--- config.mk ---
export PLATFORM = sky130hd
export DESIGN_NAME = wall_clock_core
export DESIGN_NICKNAME = d
export VERILOG_FILES = /design/src/rtl/wall_clock_core.sv
export SDC_FILE = /design/constraint.sdc
export NUM_CORES = 1
export LEC_CHECK = 0
export ABC_AREA = 1
export CAP_MARGIN = 0
export CORE_UTILIZATION = 40
export CTS_CLUSTER_DIAMETER = 50
export DETAILED_ROUTE_END_ITERATION = 10
export GPL_TIMING_DRIVEN = 0
export PLACE_DENSITY = 0.63
export SLEW_MARGIN = 20
export SYNTH_ARGS = -nofsm -noshare
export SYNTH_HDL_FRONTEND = slang
export SYNTH_SLANG_ARGS = --single-unit
--- constraint.sdc ---
create_clock -name CLK100MHZ -period 2.9 [get_ports CLK100MHZ]
set_input_delay 0.58 -clock CLK100MHZ [delete_from_list [all_inputs] [get_ports CLK100MHZ]]
set_output_delay 0.58 -clock CLK100MHZ [all_outputs]
set_load 0.01 [all_outputs]
--- src/rtl/wall_clock_core.sv ---
// rtl/wall_clock_core.sv - self-timed time-of-day counter with 12/24 h display and BCD outputs
//
// Purpose:
//   Generates a 1 Hz tick from CLK100MHZ through a prescaler and keeps
//   hours/minutes/seconds. Button pulses set the time, enable pauses it,
//   mode_12h selects the hour display format. Binary and BCD outputs are
//   registered together so they are always coherent.
//
// Ports:
//   CLK100MHZ  in   system clock, rising edge
//   reset      in   synchronous active-high reset, highest priority
//   enable     in   1 = time runs, 0 = prescaler and counters hold
//   mode_12h   in   0 = 24 h display, 1 = 12 h display
//   inc_min    in   single-cycle pulse, minutes+1 mod 60 (no carry), clears seconds
//   inc_hour   in   single-cycle pulse, hour+1 mod 24, clears seconds
//   seconds    out  0..59
//   minutes    out  0..59
//   hours      out  displayed hour, 0..23 or 1..12
//   pm         out  internal hour >= 12
//   sec_bcd    out  seconds as BCD {tens, units}
//   min_bcd    out  minutes as BCD
//   hour_bcd   out  displayed hour as BCD
//   sec_tick   out  one-cycle pulse when a tick advanced the time
//   day_pulse  out  one-cycle pulse on the tick that reaches 00:00:00

module wall_clock_core #(
  parameter int TICKS_PER_SEC = 100000000,
  parameter int CNT_W         = 27
) (
  input  logic       CLK100MHZ,
  input  logic       reset,
  input  logic       enable,
  input  logic       mode_12h,
  input  logic       inc_min,
  input  logic       inc_hour,
  output logic [5:0] seconds,
  output logic [5:0] minutes,
  output logic [4:0] hours,
  output logic       pm,
  output logic [7:0] sec_bcd,
  output logic [7:0] min_bcd,
  output logic [7:0] hour_bcd,
  output logic       sec_tick,
  output logic       day_pulse
);

  localparam logic [CNT_W-1:0] PRESC_LAST = CNT_W'(TICKS_PER_SEC - 1);

  logic [CNT_W-1:0] presc;
  logic [CNT_W-1:0] presc_nxt;
  logic [4:0]       hour;
  logic [4:0]       hour_nxt;
  logic [5:0]       sec_nxt;
  logic [5:0]       min_nxt;
  logic [4:0]       hour_disp;
  logic             inc_any;
  logic             tick;
  logic             sec_wrap;
  logic             min_wrap;
  logic             hour_wrap;

  // Binary 0..59 to packed BCD; a compare chain keeps this shallow and
  // avoids a generic divider.
  function automatic logic [7:0] to_bcd(input logic [5:0] v);
    if (v >= 6'd50)      return {4'd5, 4'(v - 6'd50)};
    else if (v >= 6'd40) return {4'd4, 4'(v - 6'd40)};
    else if (v >= 6'd30) return {4'd3, 4'(v - 6'd30)};
    else if (v >= 6'd20) return {4'd2, 4'(v - 6'd20)};
    else if (v >= 6'd10) return {4'd1, 4'(v - 6'd10)};
    else                 return {4'd0, 4'(v)};
  endfunction

  // Internal 0..23 hour to displayed hour.
  function automatic logic [4:0] disp_hour(input logic [4:0] h, input logic m12);
    if (!m12)            return h;
    else if (h == 5'd0)  return 5'd12;
    else if (h > 5'd12)  return h - 5'd12;
    else                 return h;
  endfunction

  always_comb begin
    inc_any   = inc_min | inc_hour;
    sec_wrap  = (seconds == 6'd59);
    min_wrap  = (minutes == 6'd59);
    hour_wrap = (hour == 5'd23);
    // A set action in the same cycle wins over the terminal count.
    tick      = enable && (presc == PRESC_LAST) && !inc_any;

    presc_nxt = presc;
    sec_nxt   = seconds;
    min_nxt   = minutes;
    hour_nxt  = hour;

    if (inc_any) begin
      presc_nxt = '0;
      sec_nxt   = 6'd0;
      if (inc_min)
        min_nxt = min_wrap ? 6'd0 : minutes + 6'd1;
      if (inc_hour)
        hour_nxt = hour_wrap ? 5'd0 : hour + 5'd1;
    end else if (enable) begin
      if (presc == PRESC_LAST) begin
        presc_nxt = '0;
        sec_nxt   = sec_wrap ? 6'd0 : seconds + 6'd1;
        if (sec_wrap) begin
          min_nxt = min_wrap ? 6'd0 : minutes + 6'd1;
          if (min_wrap)
            hour_nxt = hour_wrap ? 5'd0 : hour + 5'd1;
        end
      end else begin
        presc_nxt = presc + 1'b1;
      end
    end

    hour_disp = disp_hour(hour_nxt, mode_12h);
  end

  // Display outputs are derived from next-state so they appear on the same
  // edge as the counter update, with no extra pipeline stage.
  always_ff @(posedge CLK100MHZ) begin
    if (reset) begin
      presc     <= '0;
      seconds   <= 6'd0;
      minutes   <= 6'd0;
      hour      <= 5'd0;
      hours     <= mode_12h ? 5'd12 : 5'd0;
      pm        <= 1'b0;
      sec_bcd   <= 8'h00;
      min_bcd   <= 8'h00;
      hour_bcd  <= mode_12h ? 8'h12 : 8'h00;
      sec_tick  <= 1'b0;
      day_pulse <= 1'b0;
    end else begin
      presc     <= presc_nxt;
      seconds   <= sec_nxt;
      minutes   <= min_nxt;
      hour      <= hour_nxt;
      hours     <= hour_disp;
      pm        <= (hour_nxt >= 5'd12);
      sec_bcd   <= to_bcd(sec_nxt);
      min_bcd   <= to_bcd(min_nxt);
      hour_bcd  <= to_bcd({1'b0, hour_disp});
      sec_tick  <= tick;
      day_pulse <= tick && sec_wrap && min_wrap && hour_wrap;
    end
  end

endmodule

==> flow_metrics.py, run 1 <==
metrics = {
    "run_status": {
        "status": "finished, violations left",
        "violations": "negative setup slack",
    },
    "finish": {
        "drive_above_1_share": 0.305,
        "multi_input_area_mm2": 0.00308,
        "area_growth_pct": 37.8,
        "seqCellArea_mm2": 0.00141,
        "antennaDiodeCount": 0,
        "final_util": 0.570,
        "nets": 817,
        "nFillCells": 992,
    },
    "worst_setup_path": {
        "worstRegToRegCells": 22,
        "crit_fanout": 6,
        "criticalPathCategory": "reg2reg",
        "crit_end": "hour_bcd[2]",
        "reg2reg_to": "hour_bcd[2]",
        "crit_path_start_kind": "flip-flop",
        "r2r_slack_ps": -150,
        "critPathArrivalTime_ps": 3260,
        "critPathCaptureType": "flip-flop",
        "required_ps": 3110,
        "crit_start": "presc[0]",
        "worstReg2RegStart": "presc[0]",
    },
    "flow_run": {
        "max_cap_violations": 0,
    },
    "drt": {
        "antenna_left": 0,
        "drtIter0Drc": 261,
        "via_per_inst": 5.09,
        "vias": 4722,
        "drt_pre_antenna_iters": 4,
        "drt-total-wl_um": 12500,
        "drc": 0,
        "routedWlPerCell_um": 13.5,
    },
    "yosys": {
        "ys_types": 46,
        "yosysWarnings": 0,
        "yosysTopAreaCell": "dfxtp_1",
        "yosysMostFrequentCell": "nand2_1",
        "synth_edf_count": 0,
        "yosys_most_used_dff": "dfxtp_1",
        "netlist_top_cells_count": "nand2_1, nor2_1, dfxtp_1, inv_1, nand3_1",
        "syn-cell-area_mm2": 0.00450,
        "synth_top_area_frac": 0.307,
        "syn_inst": 667,
        "synth-seq-area-share": 0.307,
        "async_reset_ff_frac": 0,
        "avgSynthCellArea_um2": 6.75,
        "synth_area_leaders": "dfxtp_1, nand2_1, ha_1",
        "ys_ff_latch": 69,
    },
    "power": {
        "power.density_mw_per_mm2": 368,
        "pwr-share-seq": 0.437,
        "combPwrFrac": 0.212,
        "leakage_uw": 0.00265,
        "ir_drop_v": 0.000333,
        "power.switching_uw": 657,
        "switching_share": 0.287,
        "p_clk_frac": 0.351,
        "total_power_uw": 2290,
        "internal-power_uw": 1630,
    },
    "placed_design": {
        "gp_congestion": 0.853,
        "io_buffers": 43,
        "dp_hpwl_um": 8280,
    },
    "timing": {
        "finalCritPeriodShare": 1.05,
        "worst-slew-pin-transition_ps": 548,
        "max_clock_freq_mhz": 328,
        "hold_viol_final": 0,
        "skew_ps": 8.78,
        "finalCriticalPeriod_ps": 3050,
        "setup_violations": 5,
        "rsz0062_at_grt": "yes",
        "fin_hold_ws_ps": 461,
        "max_slew_margin": 0.635,
        "drv_slew": 0,
        "fin_ws_ps": -153,
    },
    "grt": {
        "grt_pass1_wl_um": 19600,
        "track_usage": 0.211,
        "antenna_found_initial": 0,
        "grt_pass1_vias": 4381,
        "grt_max_degree": 12,
        "grt_overflow_total": 0,
    },
    "floorplanning": {
        "core_area_mm2": 0.0109,
        "die_h_um": 108,
        "io_pins": 50,
        "initial_utilization": 0.414,
        "rows": 38,
        "die_area_mm2": 0.0117,
        "die_w_um": 108,
    },
    "clocking": {
        "clockBufferDepth": 2,
        "clock-sinks": 69,
        "cts_tree": "built",
        "cts_buffers": 9,
        "cts_hold_buf": 0,
        "root_buffer": "clkbuf_8",
        "h-tree-depth": 3,
        "cts.clk_slew.worst_paths_ps": 70,
        "clock_latency_ps": 350,
    },
    "min_path": {
        "hold_depth": 1,
        "hold_path.class": "reg2reg",
    },
}
layer usage:
metal / global-route usage / part of all wire / routed length (µm) / vias to the layer above
li1: - / - / - / 2383
met2: 0.354 / 0.48 / 6050 / 110
met4: 0.0851 / 0.022 / 280 / 0
met1: 0.264 / 0.45 / 5670 / 2202
met5: 0 / 0 / 0 / -
met3: 0.0422 / 0.039 / 488 / 27
cells by family (layout without fill, tap and decap cells):
kind of cell    Yosys count  in the layout  share of synthesized area
xor+xnor                 14             14                     0.0272
simple gates            356            356                      0.372
flops                    69             69                      0.307
compound gates           92             92                      0.119
mux                       1              1                    0.00222
other cells               1              4                   0.000833
fa+ha+maj                27             27                     0.0750
buf+inv                 107            225                     0.0978
how the worst min path moves through the flow:
stage	start	to	slack [ps]
final	presc[22]	presc[22]	460
after global routing	presc[22]	presc[22]	490
after CTS	presc[22]	presc[22]	460
after detailed placement	presc[22]	presc[22]	490
after global placement	presc[22]	presc[22]	480
after floorplan	presc[22]	presc[22]	450
metrics by stage:
step | setup TNS (ps) | cells | area (µm²) | setup slack (ps)
after global placement | -7470 | 853 | 5120 | -670
after detailed placement | -8470 | 853 | 5120 | -763
after CTS | -188 | 904 | 5750 | -72.1
after floorplan | 0 | 670 | 4520 | 7.88
after global routing | -2430 | 928 | 6210 | -346
final | -578 | 928 | 6210 | -153
cells in the final DEF (no fill, tap or decap), types with 9 or more instances in the layout:
cell             netlist  layout
inv_2                 22      25
nand2_2               13      19
o21ai_0               26      23
ha_1                  27      15
dfxtp_2                0      10
a21oi_1               34      30
nand4_1               15      15
xor2_1                10      10
nor2_2                10      15
nand3_1               39      28
o21ai_1               10       9
nand2_4                2      10
nor2_1                89      79
nand2_1              146     132
buf_4                  9      65
clkdlybuf4s50_1        0      42
inv_1                 66      60
nand3_2                3      11
nor2_4                 4       9
dfxtp_1               69      55
nor3_1                17      15
clkbuf_8               0      11
power by group through the flow:
stage,combinational [µW],clock (µW),sequential (µW)
global route,530,866,1000
floorplan,220,0,1030
finish,484,803,999
detailed placement,353,0,1020
global placement,348,0,1020
CTS,406,827,998
state kept, by name, summed over array words and instances, names as in the netlist, 4 cells and up:
name      count
seconds       6
min_bcd       6
presc        27
hour_bcd      6
minutes       6
hours         4
hour          5
sec_bcd       6
worst max-delay path, cell delays in order (launching register included):
cell	delay, ps
dfxtp_2	360
ha_4	160
nand3_4	80
nor2_4	200
nand2_4	90
nor2_8	140
nand3_4	90
nand2_1	80
nand3_2	90
nand2_4	110
buf_6	110
inv_1	50
ha_1	170
nand4_1	190
nand3_2	160
ha_2	200
nor3b_2	140
nor2_1	100
nand2_1	70
nand2_2	120
nand3_2	90
nand2_1	60
a21oi_1	60
timing repair:
action	in CTS	in global routing
gates cloned	0	0
setup buffers	36	24
resized for setup	47	73
pin swaps	30	50
endpoints found under the setup margin	15	14
cell type report:
| cell class | count | area share |
|---|---|---|
| multi-input cells | 494 | 0.496 |
| plain buffers | 16 | 0.0159 |
| clock buffers | 11 | 0.0244 |
| inverters | 91 | 0.0566 |
| repair buffers | 103 | 0.145 |
| flip-flops and latches | 69 | 0.227 |
| clock inverters | 4 | 0.00766 |
| well taps | 140 | 0.0282 |
Power figures use the tool's default switching activity.
==> run 2: changes to the inputs <==
--- a/config.mk
+++ b/config.mk
@@ -12,6 +12,7 @@
 export DETAILED_ROUTE_END_ITERATION = 10
 export GPL_TIMING_DRIVEN = 0
 export PLACE_DENSITY = 0.63
+export SKIP_LAST_GASP = 1
 export SLEW_MARGIN = 20
 export SYNTH_ARGS = -nofsm -noshare
 export SYNTH_HDL_FRONTEND = slang
==> flow_metrics.py, run 2 (synthesis gave the netlist of run 1 again) <==
metrics = {
    "drt": {
        "antenna_left": 0,
        "vias": 4722,
        "routedWlPerCell_um": 13.5,
        "drt_pre_antenna_iters": 5,
        "via_per_inst": 5.09,
        "drtIter0Drc": 253,
        "drc": 0,
        "drt-total-wl_um": 12500,
    },
    "worst_setup_path": {
        "path_buf_inv": 2,
        "criticalPathCategory": "reg2reg",
        "required_ps": 3110,
        "critPathArrivalTime_ps": 3250,
        "crit_path_start_kind": "flip-flop",
        "path_cells": "ha_4, nand3_4, nor2_4, nand2_4, nor2_8, nand3_4, nand2_1, nand3_2, nand2_4, buf_6, inv_1, ha_1, nand4_1, nand3_2, ha_2, nor3b_2, nor2_1, nand2_1, nand2_2, nand3_2, nand2_1, a21oi_1",
        "cpLargestDelayFamily": "simple AND/OR/NAND/NOR gates",
        "crit_slowest_cell": "dfxtp_2",
        "critPathCaptureType": "flip-flop",
        "max_stage_delay_ps": 360,
        "crit_fanout": 6,
    },
    "finish": {
        "final_cell_mix": "nand2_1, nor2_1, buf_4",
        "largest_register": "presc",
        "area_growth_pct": 37.6,
        "antennaDiodeCount": 0,
        "layout_commonest_cell": "nand2_1",
        "nets": 817,
        "largest_reg_flops": 27,
        "drive_above_1_share": 0.302,
    },
    "timing": {
        "setup_violations": 5,
        "worst-slew-pin-transition_ps": 567,
        "fin_ws_ps": -137,
        "finalCritPeriodShare": 1.05,
        "max_slew_margin": 0.622,
        "finalCriticalPeriod_ps": 3040,
        "fin_hold_ws_ps": 461,
        "tns_ps": -518,
        "drv_slew": 0,
        "max_clock_freq_mhz": 329,
        "hold_viol_final": 0,
        "rsz0062_at_grt": "yes",
        "skew_ps": 8.63,
    },
    "floorplanning": {
        "initial_utilization": 0.414,
        "core_area_mm2": 0.0109,
        "die_w_um": 108,
        "rows": 38,
        "io_pins": 50,
        "die_area_mm2": 0.0117,
        "die_h_um": 108,
    },
    "clocking": {
        "cts.clk_slew.worst_paths_ps": 70,
        "h-tree-depth": 3,
        "cts_hold_buf": 0,
        "root_buffer": "clkbuf_8",
        "cts_tree": "built",
        "clockBufferDepth": 2,
        "clock_latency_ps": 350,
        "clock-sinks": 69,
        "cts_buffers": 9,
    },
    "grt": {
        "track_usage": 0.211,
        "grt_pass1_wl_um": 19600,
        "grt_overflow_total": 0,
        "grt_pass1_vias": 4381,
        "grt_max_degree": 12,
        "antenna_found_initial": 0,
    },
    "min_path": {
        "hold_path.class": "reg2reg",
    },
    "power": {
        "total_power_uw": 2290,
        "power.density_mw_per_mm2": 369,
        "switching_share": 0.288,
        "pwr-share-seq": 0.437,
        "internal-power_uw": 1630,
        "ir_drop_v": 0.000333,
        "leakage_uw": 0.00264,
        "p_clk_frac": 0.352,
        "combPwrFrac": 0.212,
        "power.switching_uw": 657,
    },
    "flow_run": {
        "max_cap_violations": 0,
    },
    "placed_design": {
        "io_buffers": 43,
        "pre_cts_slack_ps": -763,
        "gp_congestion": 0.853,
        "dp_hpwl_um": 8280,
    },
    "run_status": {
        "status": "finished, violations left",
        "violations": "negative setup slack",
    },
}
-- run 2: worst paths after layout --
path | start | end | slack (ps) | depth (start not counted)
max reg2reg | presc[0] | hour_bcd[2] | -140 | 22
min reg2reg | presc[22] | presc[22] | 460 | 1
max | presc[0] | hour_bcd[2] | -140 | 22
min | presc[22] | presc[22] | 460 | 1
-- run 2: worst reg2reg max path: stages, from the launching register on --
cell	delay (ps)
dfxtp_2	360
ha_4	160
nand3_4	80
nor2_4	200
nand2_4	90
nor2_8	140
nand3_4	90
nand2_1	80
nand3_2	90
nand2_4	110
buf_6	100
inv_1	40
ha_1	170
nand4_1	200
nand3_2	150
ha_2	200
nor3b_2	140
nor2_1	100
nand2_1	70
nand2_2	120
nand3_2	90
nand2_1	60
a21oi_1	60
-- run 2: layout make-up --
type,count,area (µm²)
repair buffers,103,898
clock inverters,4,47.5
inverters,91,352
plain buffers,16,98.8
clock buffers,11,151
multi-input cells,494,3070
fillers,989,4690
flip-flops and latches,69,1410
well taps,140,175
-- run 2: through the flow --
stage	utilization	instance area, µm²	instances
after CTS	0.528	5750	904
after floorplan	-	4520	670
after global placement	0.471	5120	853
after detailed placement	0.471	5120	853
after global routing	0.569	6200	928
final	0.569	6200	928
-- run 2: power by group through the flow --
stage | registers, µW | clock network [µW] | logic, µW
after floorplan | 1030 | 0 | 220
after global placement | 1020 | 0 | 348
after detailed placement | 1020 | 0 | 353
after CTS | 998 | 827 | 406
after global routing | 1000 | 866 | 529
final | 999 | 804 | 484
-- run 2: repair_timing --
| action | CTS | global route |
|---|---|---|
| pin swaps | 30 | 49 |
| endpoints found under the setup margin | 15 | 14 |
| buffers inserted | 36 | 24 |
| resized for setup | 47 | 70 |
-- run 2: per-layer routing --
| layer | part of all wire | GRT usage | vias to the layer above |
|---|---|---|---|
| li1 | - | - | 2386 |
| met1 | 0.45 | 0.264 | 2188 |
| met2 | 0.49 | 0.354 | 118 |
| met3 | 0.040 | 0.0422 | 30 |
| met4 | 0.022 | 0.0851 | 0 |
| met5 | 0 | 0 | - |
==> run 3: changes to the inputs <==
--- a/config.mk
+++ b/config.mk
@@ -7,10 +7,12 @@
 export LEC_CHECK = 0
 export ABC_AREA = 1
 export CAP_MARGIN = 0
+export CORE_MARGIN = 2
 export CORE_UTILIZATION = 40
 export CTS_CLUSTER_DIAMETER = 50
 export DETAILED_ROUTE_END_ITERATION = 10
 export GPL_TIMING_DRIVEN = 0
+export HOLD_SLACK_MARGIN = 0.12
 export PLACE_DENSITY = 0.63
 export SKIP_LAST_GASP = 1
 export SLEW_MARGIN = 20
==> flow_metrics.py, run 3 (synthesis gave the netlist of run 1 again) <==
metrics = {
    "clocking": {
        "cts_tree": "built",
        "root_buffer": "clkbuf_16",
        "clock_latency_ps": 350,
        "clock-sinks": 69,
        "cts_buffers": 9,
        "h-tree-depth": 3,
        "cts.clk_slew.worst_paths_ps": 60,
        "cts_hold_buf": 0,
        "clockBufferDepth": 2,
    },
    "drt": {
        "antenna_left": 0,
        "routedWlPerCell_um": 13.4,
        "via_per_inst": 5.02,
        "vias": 4695,
        "drt-total-wl_um": 12600,
        "drtIter0Drc": 243,
        "drc": 0,
        "drt_pre_antenna_iters": 4,
    },
    "grt": {
        "met3_usage": 0.0564,
        "grt.busiest_layer": "met2",
        "grt_overflow_total": 0,
        "antenna_found_initial": 0,
        "use_met2": 0.344,
        "grt_pass1_vias": 4416,
        "grt_pass1_wl_um": 19800,
        "met1_usage": 0.249,
        "grt_max_degree": 12,
        "track_usage": 0.208,
    },
    "finish": {
        "layout_commonest_cell": "nand2_1",
        "drive_above_1_share": 0.293,
        "area_growth_pct": 38.1,
        "nets": 823,
        "seqCellArea_mm2": 0.00142,
        "post-route-cell-area_mm2": 0.00622,
        "largest_register": "presc",
        "antennaDiodeCount": 0,
        "fin_cells": 935,
        "nFillCells": 998,
        "multi_input_area_mm2": 0.00293,
        "largest_reg_flops": 27,
        "final_cell_mix": "nand2_1, nor2_1, buf_4",
    },
    "flow_run": {
        "max_cap_violations": 0,
    },
    "timing": {
        "finalCritPeriodShare": 1.01,
        "setup_violations": 2,
        "hold_viol_final": 0,
        "rsz0062_at_grt": "yes",
        "tns_ps": -54.1,
        "fin_ws_ps": -34.5,
        "fin_hold_ws_ps": 467,
        "finalCriticalPeriod_ps": 2930,
        "max_clock_freq_mhz": 341,
        "drv_slew": 0,
        "skew_ps": 12.0,
        "max_slew_margin": 0.626,
        "worst-slew-pin-transition_ps": 561,
    },
    "power": {
        "pwr-share-seq": 0.387,
        "leakage_uw": 0.00268,
        "p_clk_frac": 0.438,
        "combPwrFrac": 0.175,
        "power.density_mw_per_mm2": 415,
        "internal-power_uw": 1890,
        "ir_drop_v": 0.000334,
        "switching_share": 0.267,
        "power.switching_uw": 690,
    },
    "worst_setup_path": {
        "criticalPathCategory": "reg2reg",
        "critPathArrivalTime_ps": 3140,
        "critPathCaptureType": "flip-flop",
        "cp_common_cell": "nand3_2",
        "crit_fanout": 6,
        "path_buf_inv": 2,
        "crit_slowest_cell": "dfxtp_2",
        "cpLargestDelayFamily": "simple AND/OR/NAND/NOR gates",
        "required_ps": 3110,
        "max_stage_delay_ps": 350,
        "path_cells": "ha_4, nand3_2, nor2_4, nand2_4, nor2_8, nand3_4, nand2_2, nand3_2, nand2_4, buf_6, inv_1, ha_1, nand4_1, nand3_2, ha_2, nor3b_2, nor2_1, nand2_1, nand2_2, nand3_2, nand2_1, a21oi_1",
        "crit_path_start_kind": "flip-flop",
    },
    "floorplanning": {
        "rows": 38,
        "die_w_um": 110,
        "core_area_mm2": 0.0109,
        "io_pins": 50,
        "initial_utilization": 0.412,
        "die_area_mm2": 0.0121,
        "die_h_um": 110,
    },
    "run_status": {
        "violations": "negative setup slack",
        "status": "finished, violations left",
    },
    "min_path": {
        "hold_path.class": "reg2reg",
    },
    "placed_design": {
        "dp_cells": 853,
        "gp_congestion": 0.880,
        "placed_area_mm2": 0.00512,
        "dp_hpwl_um": 8330,
        "io_buffers": 43,
    },
}
run 3: cell count changes in the layout (fill, tap and decap cells not counted), sizes merged:
cell and change:
buf +6, clkbuf +2, clkinvlp -1
run 3: final timing paths:
kind / start / end / slack, ps / cells past startpoint
setup reg to reg: presc[1] / hour_bcd[2] / -30 / 22
hold / removal: presc[22] / presc[22] / 470 / 1
setup / recovery: presc[1] / hour_bcd[2] / -30 / 22
hold reg to reg: presc[22] / presc[22] / 470 / 1
run 3: layout make-up:
type | instances | area share
Inverter | 91 | 0.0553
Buffer | 16 | 0.0165
Multi-Input combinational cell | 494 | 0.471
Timing Repair Buffer | 109 | 0.152
Clock buffer | 13 | 0.0418
Sequential cell | 69 | 0.228
Clock inverter | 3 | 0.00704
Tap cell | 140 | 0.0282
run 3: per-stage QoR:
step           setup slack (ps)   util  total power [µW]
2_1_floorplan              7.88      -              1250
3_3_place_gp               -666  0.469              1370
3_5_place_dp               -793  0.469              1380
4_1_cts                   -48.7  0.539              2570
5_1_grt                    -295  0.569              2700
6_report                  -34.5  0.569              2580
run 3: layer usage:
layer  part of all wire  wire length, µm  vias up
met5                  0                0        -
met4              0.025              312        0
met3              0.049              618       28
met2               0.48             6060      115
met1               0.44             5570     2149
li1                   -                -     2403
run 3: repair_timing:
action,in CTS,in global routing
buffers inserted,40,26
setup endpoints to repair,15,15
resized for setup,50,44
pin swaps,29,26
run 3: power groups by stage:
stage	Combinational, µW	Clock [µW]	Sequential [µW]
after floorplan	220	0	1030
after global placement	349	0	1020
after detailed placement	354	0	1020
after CTS	408	1160	999
after global routing	497	1200	1000
final	451	1130	999
